`config.mk`:
```
export PLATFORM = sky130hd
export DESIGN_NAME = seq_alu_calc
export DESIGN_NICKNAME = d
export VERILOG_FILES = /design/src/rtl/seq_alu_calc.sv
export SDC_FILE = /design/constraint.sdc
export NUM_CORES = 1
export LEC_CHECK = 0
export ABC_AREA = 1
export CORE_ASPECT_RATIO = 0.75
export CORE_MARGIN = 10
export CORE_UTILIZATION = 63
export DETAILED_ROUTE_END_ITERATION = 8
export DONT_BUFFER_PORTS = 1
export GPL_TIMING_DRIVEN = 0
export PLACE_DENSITY = 0.81
export SYNTH_ARGS = -nofsm -noshare
export SYNTH_HDL_FRONTEND = slang
export SYNTH_SLANG_ARGS = --single-unit
export TNS_END_PERCENT = 100
```
`constraint.sdc`:
```
create_clock -name clk -period 2.7 [get_ports clk]
set_input_delay 0.54 -clock clk [delete_from_list [all_inputs] [get_ports clk]]
set_output_delay 0.54 -clock clk [all_outputs]
set_load 0.005 [all_outputs]
```
`src/rtl/seq_alu_calc.sv`:
```
// rtl/seq_alu_calc.sv - multi-cycle unsigned add/sub/mul/div calculator with valid/ready handshakes
module seq_alu_calc #(
    parameter int WIDTH = 4
) (
    input  logic                 clk,
    input  logic                 rst,
    input  logic                 in_valid,
    output logic                 in_ready,
    input  logic [WIDTH-1:0]     a,
    input  logic [WIDTH-1:0]     b,
    input  logic [1:0]           op,
    output logic                 out_valid,
    input  logic                 out_ready,
    output logic [2*WIDTH-1:0]   re,
    output logic                 dz
);
    localparam int CW = (WIDTH > 2) ? $clog2(WIDTH) : 1;

    localparam logic [1:0] OP_ADD = 2'b00;
    localparam logic [1:0] OP_SUB = 2'b01;
    localparam logic [1:0] OP_MUL = 2'b10;

    typedef enum logic [1:0] {
        IDLE = 2'd0,
        BUSY = 2'd1,
        DONE = 2'd2
    } state_t;

    state_t               state;
    logic [WIDTH-1:0]     a_r;
    logic [WIDTH-1:0]     b_r;
    logic [1:0]           op_r;
    logic [CW-1:0]        count;
    logic [2*WIDTH-1:0]   acc;
    logic [WIDTH-1:0]     rem;
    logic [WIDTH-1:0]     quo;

    logic [WIDTH:0]       sum;
    logic [WIDTH:0]       diff;
    logic [CW-1:0]        idx;
    logic [2*WIDTH-1:0]   addend;
    logic [2*WIDTH-1:0]   acc_nxt;
    logic [WIDTH:0]       shifted;
    logic [WIDTH-1:0]     rem_nxt;
    logic [WIDTH-1:0]     quo_nxt;

    // Add/sub use the live operands so the result is registered on the accept edge.
    always_comb begin
        sum     = {1'b0, a} + {1'b0, b};
        diff    = {1'b0, a} - {1'b0, b};
        idx     = CW'(WIDTH - 1) - count;
        addend  = b_r[count] ? ({{WIDTH{1'b0}}, a_r} << count) : '0;
        acc_nxt = acc + addend;
        shifted = {rem, a_r[idx]};
        quo_nxt = {quo[WIDTH-2:0], 1'b0};
        rem_nxt = shifted[WIDTH-1:0];
        // Restoring step; with b==0 every trial succeeds, giving all-ones quotient and rem==a.
        if (shifted >= {1'b0, b_r}) begin
            rem_nxt = WIDTH'(shifted - {1'b0, b_r});
            quo_nxt = {quo[WIDTH-2:0], 1'b1};
        end
    end

    always_ff @(posedge clk) begin
        if (rst) begin
            state     <= IDLE;
            in_ready  <= 1'b1;
            out_valid <= 1'b0;
            re        <= '0;
            dz        <= 1'b0;
            a_r       <= '0;
            b_r       <= '0;
            op_r      <= OP_ADD;
            count     <= '0;
            acc       <= '0;
            rem       <= '0;
            quo       <= '0;
        end else begin
            case (state)
                IDLE: begin
                    if (in_valid) begin
                        a_r      <= a;
                        b_r      <= b;
                        op_r     <= op;
                        count    <= '0;
                        acc      <= '0;
                        rem      <= '0;
                        quo      <= '0;
                        in_ready <= 1'b0;
                        if (op == OP_ADD || op == OP_SUB) begin
                            re        <= {{(WIDTH-1){1'b0}}, (op == OP_ADD) ? sum : diff};
                            dz        <= 1'b0;
                            out_valid <= 1'b1;
                            state     <= DONE;
                        end else begin
                            state <= BUSY;
                        end
                    end
                end
                BUSY: begin
                    if (op_r == OP_MUL) begin
                        acc <= acc_nxt;
                    end else begin
                        rem <= rem_nxt;
                        quo <= quo_nxt;
                    end
                    count <= count + 1'b1;
                    if (count == CW'(WIDTH - 1)) begin
                        re        <= (op_r == OP_MUL) ? acc_nxt : {rem_nxt, quo_nxt};
                        dz        <= (op_r != OP_MUL) && (b_r == '0);
                        out_valid <= 1'b1;
                        state     <= DONE;
                    end
                end
                DONE: begin
                    if (out_ready) begin
                        out_valid <= 1'b0;
                        in_ready  <= 1'b1;
                        state     <= IDLE;
                    end
                end
                default: begin
                    state     <= IDLE;
                    in_ready  <= 1'b1;
                    out_valid <= 1'b0;
                end
            endcase
        end
    end
endmodule
```
==> reports/results.ini <==
[clocking]
cts_tree=built
cts_buffers=5
hold_buffers=0
clock_latency_ps=300
clkTransAtPathRegs_ps=80
clk_path_buf_depth=2
cts_sinks=40
root_buffer=clkbuf_8
cts.htree.levels=2

[routing]
ant_nets=0
vias=2350
drt_iter0_markers=148
drcViolationCount=0
finalWirelength_um=6000
viasPerCell=5.61
drtPass1Iterations=6
detail_route.wl_per_cell_um=14.3

[outcome]
status=finished clean

[setup_path]
reg2reg_slack_ps=320
r2r-end=re[7]$_SDFFE_PP0P_
crit_buf_inv=3
crit_top_cell=nand2_1
crit_path_cell_trace=clkbuf_4 > o21ai_0 > nand2_1 > o21ai_0 > inv_1 > ha_1 > nand2_1 > inv_1 > nand2_1 > nand2_1 > nand2_1 > nand3b_1 > nand3_1 > a21oi_2
slowest_delay_ps=350
cp_max_fo=10
crit_type=flip-flop to flip-flop
cp_top_family=simple AND/OR/NAND/NOR gates
crit_path_end_kind=flip-flop
r2r_cells=14
start_kind=flip-flop
r2r-start=count[0]$_SDFFE_PP0P_
cp.required_ps=2930
crit_slowest_cell=dfxtp_2
cp.arrival_ps=2610

[timing]
tightest_slew_ps=611
setup-violations-final=0
fin_crit_ps=2380
slew_headroom_pct=59.3
fin_tns_setup_ps=0
skew_ps=6.74
max_freq_mhz=421
rsz0062_at_grt=false
setup_ws_ps=325
finalHoldViolCount=0
slew_viol_final=0
post-route-period-util_pct=88.0

[logic_synthesis]
netlist_instances=359
synth-edff-count=0
synth.area.mux_share_pct=0
synth_compound_area_share_pct=15.0
ys_types=34
netlist_area_um2=2530
yosys-top-cells-area=dfxtp_1 32%, nand2_1 12%, ha_1 8.4%
synth_xor_area_share_pct=1.73
synth_warnings=0
synth_top_family_by_area=simple AND/OR/NAND/NOR gates
synth-seq-cells=40
synthSimpleGateAreaFrac_pct=31.6
avgSynthCellArea_um2=7.05
syn_nets=393
ys_dominant_reg_cell=dfxtp_1
synth-async-reset-ratio_pct=0
ys_seq_area_share_pct=31.7
yosysTopAreaCellShare_pct=31.7
synth_fa_ha_area_share_pct=10.8
synth_largest_area_cell=dfxtp_1

[die]
fp.dieH_um=74.9
die_w_um=93.2
core_area_um2=3760
start_util_pct=67.4
pin_count=25
die-area_um2=6980
row_count=19

[pwr]
p_total_mw=1.51
switching_share_pct=35.4
combinationalPowerShare_pct=28.6
sequentialPowerShare_pct=45.1
pwr-share-clk_pct=26.4
power_density_nw_per_um2=562
internal_power_uw=976
leakagePower_nw=1.28
switchingPower_uw=535
ir_worst_vdd_mv=0.484

[final_layout]
drive_gt1_share_pct=10.4
nets=400
synthToLayoutAreaGrowth_pct=6.23
layout_common_cells=84 x nand2_1, 41 x inv_1, 41 x a21oi_1
layout_commonest_cell=nand2_1
utilization_pct=71.6
insertedDiodeCount=0

[grt]
grt.overflow.total=0
grt_pass1_vias=2134
grt_max_degree=14
track_usage_pct=18.4
antenna_found_initial=0
grt_first_pass_wirelength_um=10200

[place]
pre_cts_slack_ps=224
place_congestion=0.949
hpwl_um=4810
port_buffers=0

[worst_hold_path]
min_from=rst
worstHoldEndpoint=quo[0]$_SDFFE_PP0P_
worstHoldPathType=input pin to flip-flop
whs_path_depth=1

[job]
maxCapViolations=0

[through the flow]
stage	hold WS [ps]	cells	cell area [µm²]
final	297	419	2690
after global routing	288	419	2690
after CTS	293	419	2680
after detailed placement	446	411	2590
after global placement	439	411	2590
after floorplan	429	359	2530
[how the worst max path moves through the flow]
| stage | startpoint | endpoint | slack (ps) | cells past startpoint |
|---|---|---|---|---|
| detailed placement | count[0]$_SDFFE_PP0P_ | re[5]$_SDFFE_PP0P_ | 220 | 16 |
| CTS | count[0]$_SDFFE_PP0P_ | re[7]$_SDFFE_PP0P_ | 230 | 15 |
| global placement | count[0]$_SDFFE_PP0P_ | re[3]$_SDFFE_PP0P_ | 280 | 16 |
| finish | count[0]$_SDFFE_PP0P_ | re[7]$_SDFFE_PP0P_ | 320 | 14 |
| floorplan | count[0]$_SDFFE_PP0P_ | re[4]$_SDFFE_PP0P_ | 610 | 12 |
| global route | count[0]$_SDFFE_PP0P_ | re[5]$_SDFFE_PP0P_ | 40 | 15 |
[state kept, by name (all words and copies together) (netlist names), 2 cells and up]
name,cells
a_r,4
count,2
op_r,2
quo,3
state,2
b_r,4
acc,8
re,8
rem,4
[cells by family (layout without fill, tap and decap cells)]
family,Yosys count,in the layout
buffers and inverters,54,62
adders and majority gates,20,20
and+or+nand+nor,167,167
xor gates and xnor gates,5,5
DFF,40,40
AOI/OAI and AO/OA,73,73
[routing by layer]
layer  routed length (µm)  track usage, %
met4                   49            6.14
met2                 2610            27.5
met5                    0               0
met1                 2550            24.0
met3                  780            6.75
[cell type report]
type | count | area, µm²
plain buffers | 7 | 50.0
clock buffers | 5 | 68.8
clock inverters | 3 | 18.8
fillers | 336 | 1070
inverters | 47 | 186
multi-input cells | 265 | 1500
flip-flops and latches | 40 | 802
well taps | 52 | 65.1
[power groups by stage]
| stage | logic (mW) | clock network [mW] | registers [mW] |
|---|---|---|---|
| 6_report | 0.432 | 0.398 | 0.681 |
| 5_1_grt | 0.494 | 0.428 | 0.691 |
| 4_1_cts | 0.430 | 0.408 | 0.682 |
| 3_5_place_dp | 0.429 | 0 | 0.696 |
| 3_3_place_gp | 0.421 | 0 | 0.695 |
| 2_1_floorplan | 0.348 | 0 | 0.684 |
[cells in the mapped netlist (2+ instances only)]
cell type and n:
a21oi_1 41, a21oi_2 2, clkbuf_1 4, dfxtp_1 40
fa_1 3, ha_1 17, inv_1 41, inv_2 3
inv_4 2, nand2_1 84, nand2_2 3, nand2_4 2
nand3_1 27, nand3b_1 3, nand4_1 2, nor2_1 31
nor2_2 3, nor2_4 3, nor2_8 2, nor3_1 3
o21ai_0 21, o21ai_1 6, o31ai_1 2, xnor2_1 2
xor2_1 3
[timing repair]
item | 4_1_cts | 5_1_grt
setup buffers | 0 | 0
endpoints found under the setup margin | 0 | 9
gates resized for setup | 0 | 5
(Power assumes the default switching activity.)
